**src/rtl/i2d_core_defines.sv**
```systemverilog
// rtl/i2d_core_defines.sv - shared core types, opcodes and fetch-stage definitions
package i2d_core_defines;

    typedef logic [31:0] addr_t;
    typedef logic [31:0] instr_t;

    // Major opcode occupying instr[31:26]; the NOP encoding doubles as the bubble opcode.
    localparam logic [5:0] OPCODE_NOP = 6'h13;

    // Low 26 bits of a bubble; distinguishes a fetch bubble from a real NOP.
    localparam logic [25:0] IF_BUBBLE = 26'(2);

    // S_IDLE: nothing outstanding; S_WAIT: outstanding, keep data;
    // S_DROP: outstanding, data belongs to a squashed path.
    typedef enum logic [1:0] {
        S_RESET = 2'd0,
        S_IDLE  = 2'd1,
        S_WAIT  = 2'd2,
        S_DROP  = 2'd3
    } if_state_t;

    typedef struct packed {
        addr_t  pc;
        instr_t instr;
    } if_entry_t;

    // Force an address onto a word boundary.
    function automatic addr_t word_align(input addr_t a);
        return a & 32'hFFFF_FFFC;
    endfunction

endpackage

```
**src/rtl/core_if_fifo.sv**
```systemverilog
// rtl/core_if_fifo.sv - two-entry prefetch buffer holding {pc, instr} pairs
module core_if_fifo #(
    parameter int DEPTH = 2,
    parameter int WIDTH = 64
) (
    input  logic             clk,
    input  logic             rst,
    input  logic             push,
    input  logic             pop,
    input  logic             clear,
    input  logic [WIDTH-1:0] wdata,
    output logic [WIDTH-1:0] rdata,
    output logic [1:0]       count
);

    logic [WIDTH-1:0] mem [2];
    logic             rd_ptr;
    logic             wr_ptr;
    logic             do_push;
    logic             do_pop;

    // A pop on an empty buffer or a push into a full one is ignored so the
    // pointers can never run past each other.
    assign do_pop  = pop && (count != 2'd0);
    assign do_push = push && ((count != 2'(DEPTH)) || do_pop);

    // Pointer and occupancy tracking; clear empties the buffer in one edge.
    always_ff @(posedge clk or negedge rst) begin
        if (!rst) begin
            rd_ptr <= 1'b0;
            wr_ptr <= 1'b0;
            count  <= 2'd0;
        end else if (clear) begin
            rd_ptr <= 1'b0;
            wr_ptr <= 1'b0;
            count  <= 2'd0;
        end else begin
            if (do_push) begin
                wr_ptr <= !wr_ptr;
            end
            if (do_pop) begin
                rd_ptr <= !rd_ptr;
            end
            if (do_push && !do_pop) begin
                count <= count + 2'd1;
            end else if (!do_push && do_pop) begin
                count <= count - 2'd1;
            end
        end
    end

    // Entry storage; contents are only observed when count is non-zero.
    always_ff @(posedge clk) begin
        if (do_push && !clear) begin
            mem[wr_ptr] <= wdata;
        end
    end

    assign rdata = mem[rd_ptr];

endmodule

```
**src/rtl/core_if.sv**
```systemverilog
// rtl/core_if.sv - instruction fetch stage with two-entry prefetch and branch redirect
module core_if
    import i2d_core_defines::*;
#(
    parameter logic [31:0] RESET_PC  = 32'h0000_0000,
    parameter int          BUF_DEPTH = 2
) (
    input  logic        clk,
    input  logic        rst,
    output logic        imem_req,
    output logic [31:0] imem_addr,
    input  logic        imem_ack,
    input  logic [31:0] imem_rdata,
    input  logic        id_halt,
    input  logic        branch,
    input  logic [31:0] branch_target,
    output logic [31:0] if_pc,
    output logic [31:0] if_instr
);

    if_state_t state;
    if_state_t state_nxt;
    addr_t     fetch_pc;
    addr_t     req_addr;
    logic [1:0] fifo_count;
    if_entry_t push_entry;
    if_entry_t head_entry;
    logic      has_room;
    logic      complete;
    logic      push;
    logic      pop;

    assign has_room = fifo_count < 2'(BUF_DEPTH);
    assign complete = imem_req && imem_ack;

    // Data from a squashed request, or completing on a redirect edge, is never kept.
    assign push = complete && (state != S_DROP) && !branch;
    assign pop  = (fifo_count != 2'd0) && !id_halt && !branch;

    assign push_entry = {fetch_pc, imem_rdata};

    // State register.
    always_ff @(posedge clk or negedge rst) begin
        if (!rst) begin
            state <= S_RESET;
        end else begin
            state <= state_nxt;
        end
    end

    // Next-state logic: a request issued or pending on a redirect edge becomes a drop.
    always_comb begin
        state_nxt = state;
        case (state)
            S_RESET: state_nxt = S_IDLE;
            S_IDLE: begin
                if (has_room && !imem_ack) begin
                    state_nxt = branch ? S_DROP : S_WAIT;
                end
            end
            S_WAIT: begin
                if (imem_ack) begin
                    state_nxt = S_IDLE;
                end else if (branch) begin
                    state_nxt = S_DROP;
                end
            end
            S_DROP: begin
                if (imem_ack) begin
                    state_nxt = S_IDLE;
                end
            end
            default: state_nxt = S_IDLE;
        endcase
    end

    // Memory request outputs; while outstanding the address comes from the
    // latched copy so a redirect cannot disturb it.
    always_comb begin
        imem_req  = 1'b0;
        imem_addr = req_addr;
        case (state)
            S_IDLE: begin
                imem_req  = has_room;
                imem_addr = fetch_pc;
            end
            S_WAIT, S_DROP: begin
                imem_req  = 1'b1;
                imem_addr = req_addr;
            end
            default: begin
                imem_req  = 1'b0;
                imem_addr = req_addr;
            end
        endcase
    end

    // Fetch PC advance/redirect and capture of the address of a newly issued request.
    always_ff @(posedge clk or negedge rst) begin
        if (!rst) begin
            fetch_pc <= RESET_PC;
            req_addr <= RESET_PC;
        end else begin
            if (branch) begin
                fetch_pc <= word_align(branch_target);
            end else if (push) begin
                fetch_pc <= fetch_pc + 32'd4;
            end
            if ((state == S_IDLE) && imem_req) begin
                req_addr <= fetch_pc;
            end
        end
    end

    core_if_fifo #(
        .DEPTH (BUF_DEPTH),
        .WIDTH (64)
    ) u_fifo (
        .clk   (clk),
        .rst   (rst),
        .push  (push),
        .pop   (pop),
        .clear (branch),
        .wdata (push_entry),
        .rdata (head_entry),
        .count (fifo_count)
    );

    // Present the buffer head, or a bubble tagged with the next fetch PC when empty.
    always_comb begin
        if (fifo_count != 2'd0) begin
            if_pc    = head_entry.pc;
            if_instr = head_entry.instr;
        end else begin
            if_pc    = fetch_pc;
            if_instr = {OPCODE_NOP, IF_BUBBLE};
        end
    end

endmodule

```
**config.mk**
```make
export PLATFORM = sky130hd
export DESIGN_NAME = core_if
export DESIGN_NICKNAME = d
export VERILOG_FILES = /design/src/rtl/i2d_core_defines.sv /design/src/rtl/core_if_fifo.sv /design/src/rtl/core_if.sv
export SDC_FILE = /design/constraint.sdc
export NUM_CORES = 1
export LEC_CHECK = 0
export ABC_CLOCK_PERIOD_IN_PS = 12900
export BUFFER_PORTS_ARGS = -buffer_cell sky130_fd_sc_hd__buf_2
export CAP_MARGIN = 20
export CELL_PAD_IN_SITES_DETAIL_PLACEMENT = 1
export CELL_PAD_IN_SITES_GLOBAL_PLACEMENT = 1
export CORE_ASPECT_RATIO = 0.75
export CORE_MARGIN = 2
export CORE_UTILIZATION = 48
export CTS_CLUSTER_SIZE = 30
export DETAILED_ROUTE_END_ITERATION = 7
export PLACE_DENSITY_LB_ADDON = 0.1
export SETUP_SLACK_MARGIN = 0.02
export SLEW_MARGIN = 20
export SYNTH_ARGS = -nofsm -noshare
export SYNTH_HDL_FRONTEND = slang
export SYNTH_SLANG_ARGS = --single-unit
```
**constraint.sdc**
```tcl
create_clock -name clk -period 12.9 [get_ports clk]
set_input_delay 0 -clock clk [delete_from_list [all_inputs] [get_ports clk]]
set_output_delay 0 -clock clk [all_outputs]
set_load 0.01 [all_outputs]
```
==> results of run 1 <==
path summary, 6_finish.rpt:
check                                    end  slack (ns)
max in group asynchronous      u_fifo.rd_ptr       11.89
max reg2reg                u_fifo.mem[0][59]        9.60
min                         u_fifo.mem[1][2]        0.29
min in group asynchronous       fetch_pc[12]        0.30
min reg2reg                      req_addr[4]        0.51
max                        u_fifo.mem[0][59]        9.60
cell families after synthesis:
logic type,after synthesis,share of synthesized area [%]
buffers and inverters,59,3.238
adders and majority gates,5,0.7228
muxes,126,15.45
DFF,190,62.10
AOI/OAI and AO/OA,108,8.124
other,1,0.04332
and+or+nand+nor,166,9.714
xor gates and xnor gates,6,0.6071
Yosys cell counts (4+ instances only):
cell,count
clkbuf_1,24
buf_1,6
a31oi_1,24
dfrtp_1,66
and4_1,4
and3_1,7
or3_1,6
o31ai_1,15
o2111ai_1,4
edfxtp_1,124
ha_1,5
o21ai_0,46
nand3_1,10
mux2_2,61
buf_4,6
nand2_1,49
buf_2,10
or4_1,15
xor2_1,5
inv_1,9
mux2i_1,65
o211ai_1,4
nor2_1,55
stage by stage:
step / total power, mW / setup slack, ns / cells
final: 2.021 / 9.596 / 1124
after global routing: 2.127 / 9.214 / 1124
after floorplan: 1.262 / 6.521 / 664
after detailed placement: 1.487 / 9.508 / 1024
after global placement: 1.450 / 9.690 / 1023
after CTS: 2.040 / 9.490 / 1124
final cells by class:
| cell class | instances | area (sq um) |
|---|---|---|
| fill | 1810 | 6766 |
| sequential | 190 | 5379 |
| multi-input combinational | 415 | 3032 |
| timing repair buffer | 236 | 1556 |
| clock buffer | 18 | 429.2 |
| tap | 242 | 302.8 |
| clock inverter | 14 | 157.7 |
| inverter | 9 | 33.78 |
layer usage:
metal | global-route usage [%] | up-vias | share of wire, %
met5 | 0 | - | 0
met4 | 6.477 | 0 | 0.86
met3 | 4.837 | 14 | 4.9
met2 | 41.52 | 156 | 50
met1 | 31.99 | 3135 | 44
li1 | - | 2881 | -
timing repair:
action	4_1_cts	5_1_grt
hold buffers	68	0
endpoints found under the hold margin	164	0
resized for setup	0	0
setup endpoints to repair	0	0
power by group:
part           internal, mW  switching [mW]  total (mW)
clock network         0.291           0.242       0.533
logic                 0.301           0.352       0.653
registers             0.760          0.0746       0.835
total                  1.35           0.668        2.02
registers in the layout (all words and copies together) (netlist names):
name,cells
state,2
u_fifo.count,2
u_fifo.rd_ptr,1
u_fifo.wr_ptr,1
u_fifo.mem,124
req_addr,30
fetch_pc,30
==> impl_results.md, run 1 <==
* Status: complete, no violations
* Synth top area share at 43.02%
* Max_slew headroom at 36.64%
* Final min period at 3.304 ns
* Wire per inst at 20.07 microns
* CP startpoint kind: flop
* Synth area leader: edfxtp_1
* Total clock sinks at 190
* Synth area leaders: edfxtp_1 43%, dfrtp_1 19%, mux2_2 7.9%, mux2i_1 7.5%, o21ai_0 2.7%
* Synth Register Bits at 190
* DRC viols at 0
* Drt initial violations at 334
* Die Wd at 159.1 microns
* Longest Clk Path Bufs at 2
* VDD IR max at 0.08922 mV
* Critical Path AT at 3.37 ns
* Crit Path Class: reg -> reg
* Min-delay src: imem_rdata[2]
* Critical Path RT at 12.96 ns
* Final hold violations at 0
* Row count at 42
* Die area at 19130 sq um
* Die Y at 120.3 microns
* Mean Syn Cell Area at 13.10 sq um
* Crit path max-delay family: adder cells
* CP max FO at 43
* Vias per inst at 5.504
* Maximum clock rate at 302.7 MHz
* Later-pin clock latency in the skew report at 0.43 ns
* Ports at 166
* Primary FF master, synth: edfxtp_1
* Routed WL at 22560 microns
* Post-synth EDFFs at 124
* Fin Setup TNS at 0 ns
* Vias at 6186
* Ant. Diodes at 0
* I/O Buffers at 159
* Pre-antenna DRT Iters at 4
* Num CTS Buffers at 17
* Synth cell types at 51
* CTS tree: done
* Layout Utilization at 61.68%
* Instance count on the critical path at 6
* Total power per unit cell area at 185.6 nW/um^2
* Hpwl dp at 13830 microns
* Worst R2R Path Depth at 6
* Effective utilization at floorplan at 49.02%
* Post-synthesis sequential area ratio at 62.10%
* Largest net degree at the start of global routing at 92
* Critical Path Max Stage Delay at 0.80 ns
* Mapped Area at 8656 sq um
* Post-synthesis async set-or-reset flop share at 34.74%
* Setup bufs post-CTS at 0
* Pins Over Slew Limit at 0
* GRT Residual Overflow at 0
* Slowest CP cell: ha_2
* # nets final at 943
* DP Area at 9623 sq um
* Commonest non-fill, non-tap cells in the layout: 159 x buf_2, 124 x edfxtp_1, 68 x dlygate4sd3_1, 65 x mux2i_1, 65 x dfrtp_1
* Hold path cells at 2
* Total of max-cap violations at 0
* P_leak at 4.160 nW
* Buf+Inv Stages, Crit Path at 2
* Syn-to-layout area delta at 25.82%
* RSZ-0062 raised after global routing: no
* Number of global-route vias before repair at 6737
* Root Buffer: clkbuf_16
* First-pass GRT wire length at 36040 microns
* Routability-driven placement congestion ratio at 0.7623
* Final period utilization at 25.61%
* Slew at the pin closest to its max-slew limit at 0.9504 ns
* Max Clock Skew at 0.01171 ns
* Finished Cell Area at 10890 sq um
* # setup viols final at 0
* Post-route ant nets at 0
* Initial antenna violation count at 0
* Post-Synthesis Cells at 661
* CTS H-tree lvls at 4
* GRT Overall Usage at 24.28%
* Hold_ws at 0.2856 ns
* Layout cells sized above 1 at 31.07%
* Critical Path Sink Type: flop
* Worst Hold Class: in -> reg
* Commonest non-fill, non-tap cell in the layout: buf_2
* CP Launch Point: state[1]
* Worst-path clk slew at 0.07 ns
* Core ar. at 17660 sq um
* Worst R2R Start: state[1]
* Critical-path cell list: inv_1 > ha_2 > nor2b_4 > o211ai_1 > nor3_2 > buf_4
* Synthesis Warnings at 0
Power figures use the tool's default switching activity.
==> run 2, diff against run 1 <==
--- a/config.mk
+++ b/config.mk
@@ -5,14 +5,14 @@
 export SDC_FILE = /design/constraint.sdc
 export NUM_CORES = 1
 export LEC_CHECK = 0
-export ABC_CLOCK_PERIOD_IN_PS = 12900
+export ABC_CLOCK_PERIOD_IN_PS = 2890
 export BUFFER_PORTS_ARGS = -buffer_cell sky130_fd_sc_hd__buf_2
 export CAP_MARGIN = 20
 export CELL_PAD_IN_SITES_DETAIL_PLACEMENT = 1
 export CELL_PAD_IN_SITES_GLOBAL_PLACEMENT = 1
 export CORE_ASPECT_RATIO = 0.75
 export CORE_MARGIN = 2
-export CORE_UTILIZATION = 48
+export CORE_UTILIZATION = 40
 export CTS_CLUSTER_SIZE = 30
 export DETAILED_ROUTE_END_ITERATION = 7
 export PLACE_DENSITY_LB_ADDON = 0.1
==> constraint.sdc (replaced) <==
create_clock -name clk -period 2.89 [get_ports clk]
set_input_delay 0 -clock clk [delete_from_list [all_inputs] [get_ports clk]]
set_output_delay 0 -clock clk [all_outputs]
set_load 0.01 [all_outputs]
==> run 2 against run 1 <==
  * Clock-buffer cell count unchanged
  * Combinational power increased to 4.6 times the previous value
  * First-iteration DRC count increased by 12%
  * Die area increased by 19%
  * Critical path depth unchanged
  * Clock power increased to 4.6 times the previous value
  * Total power increased to 4.5 times the previous value
  * Final cell count increased by 4.7%
  * Clock skew about the same
  * Register-to-register slack got worse by 9.2 ns
  * Sequential share of layout area decreased by 0.73 points
  * Highest routed layer unchanged
==> impl_results.md, run 2 (same netlist as run 1, synthesis figures left out) <==
* Finished Cell Area at 11050 sq um
* Layout cells sized above 1 at 32.28%
* Wire per inst at 19.30 microns
* Placed cell count at 1077
* Critical Path Sink Type: flop
* Total clock sinks at 190
* Final hold violations at 0
* Effective utilization at floorplan at 40.87%
* Max Clock Skew at 0.01208 ns
* Maximum clock rate at 399.1 MHz
* Ports at 166
* Biggest register: u_fifo.mem
* Worst R2R Start: state[1]
* Setup bufs post-CTS at 0
* Final period utilization at 86.70%
* Flop2flop setup slack at 0.38 ns
* Largest register FFs at 124
* Max_slew headroom at 43.11%
* Routability-driven placement congestion ratio at 0.7177
* VDD IR max at 0.3820 mV
* First-pass GRT wire length at 36170 microns
* Syn-to-layout area delta at 27.70%
* Worst-path clk slew at 0.07 ns
* Num CTS Buffers at 17
* CP max FO at 39
* I/O Buffers at 159
* Hold buffers post-CTS at 68
* Status: complete, no violations
* Worst Hold Class: in -> async
* CP endpoint: u_fifo.mem[0][62]
* CTS H-tree lvls at 4
* Longest Clk Path Bufs at 2
* Crit Path Class: reg -> reg
* RSZ-0062 raised after global routing: no
* Initial antenna violation count at 0
* Final min period at 2.506 ns
* Die Wd at 173.9 microns
* CTS tree: done
* Ant. Diodes at 0
* Row count at 46
* Fin Setup TNS at 0 ns
* Die Y at 131.4 microns
* Total of max-cap violations at 0
* Resized cells post-CTS at 0
* Number of global-route vias before repair at 6597
* Hpwl dp at 14570 microns
* Post-Layout Cell Count at 1177
* DP Area at 9766 sq um
* Place WS at 0.4186 ns
* Pre-antenna DRT Iters at 4
* Largest net degree at the start of global routing at 51
* Post-route ant nets at 0
* Critical Path RT at 2.95 ns
* Worst reg2reg endpoint: u_fifo.mem[0][62]
* Final worst setup slack at 0.3845 ns
* # nets final at 950
* Vias per inst at 5.206
* Total Power at 9.182 mW
* P_leak at 4.206 nW
* GRT Overall Usage at 20.25%
* Worst R2R Path Depth at 6
* GRT Residual Overflow at 0
* Commonest non-fill, non-tap cells in the layout: 159 x buf_2, 124 x edfxtp_1, 68 x dlygate4sd3_1, 65 x mux2i_1, 65 x dfrtp_1
* CP Launch Point: state[1]
* Pins Over Slew Limit at 0
* Routed WL at 22720 microns
* Total power per unit cell area at 830.7 nW/um^2
* Root Buffer: clkbuf_16
* Vias at 6127
* Slew at the pin closest to its max-slew limit at 0.8496 ns
* Drt initial violations at 374
* Core ar. at 21180 sq um
* # setup viols final at 0
* DRC viols at 0
* Later-pin clock latency in the skew report at 0.43 ns
* Commonest non-fill, non-tap cell in the layout: buf_2
* Top flop regs: u_fifo.mem (124), fetch_pc (30), req_addr (30)
* Critical Path AT at 2.56 ns
* CP startpoint kind: flop
* Die area at 22840 sq um
[run 2: changes by cell type in the layout (fill, tap and decap cells not counted), sizes merged]
cell / before / now
clkinvlp: 1 / 3
clkinv: 4 / 2
inv: 16 / 15
bufinv: 2 / 3
buf: 168 / 175
[run 2: area by class of cell]
class                   instances  area [sq um]
clock buffers                  18         429.2
clock inverters                14         177.7
inverters                       9         33.78
multi-input cells             415          3052
fillers                      2230         10130
well taps                     288         360.3
flip-flops and latches        190          5379
repair buffers                243          1622
[run 2: worst min-delay path by stage]
stage | to | slack [ns] | cells after the start
2_1_floorplan | fetch_pc[10] | -0.30 | 0
3_3_place_gp | req_addr[10] | 0.04 | 1
3_5_place_dp | req_addr[11] | 0.05 | 1
4_1_cts | req_addr[11] | 0.17 | 2
5_1_grt | req_addr[8] | 0.20 | 2
6_report | req_addr[11] | 0.14 | 2
[run 2: through the flow]
stage	hold slack (ns)	util, %
finish	0.1437	52.19
CTS	0.1660	52.19
floorplan	-0.2956	-
global placement	0.04031	46.11
detailed placement	0.04659	46.11
global route	0.1987	52.19
[run 2: power breakdown]
group / switching (mW) / total (mW) / internal (mW)
combinational: 1.63 / 3.02 / 1.39
sequential: 0.312 / 3.71 / 3.39
clock: 1.08 / 2.46 / 1.38
total: 3.02 / 9.18 / 6.17
[run 2: routing by layer]
| layer | global-route usage, % | vias up | wire length, microns |
|---|---|---|---|
| li1 | - | 2904 | - |
| met1 | 27.13 | 3078 | 10560 |
| met2 | 34.04 | 124 | 11060 |
| met3 | 3.675 | 21 | 853 |
| met4 | 5.322 | 0 | 240 |
| met5 | 0 | - | 0 |
[run 2: worst max-delay path: stages (launching register included)]
cell and delay, ns:
dfrtp_1 0.42, inv_2 0.09, ha_2 0.18, nor2b_4 0.37, o211ai_1 0.29, nor3_4 0.22
buf_4 0.55
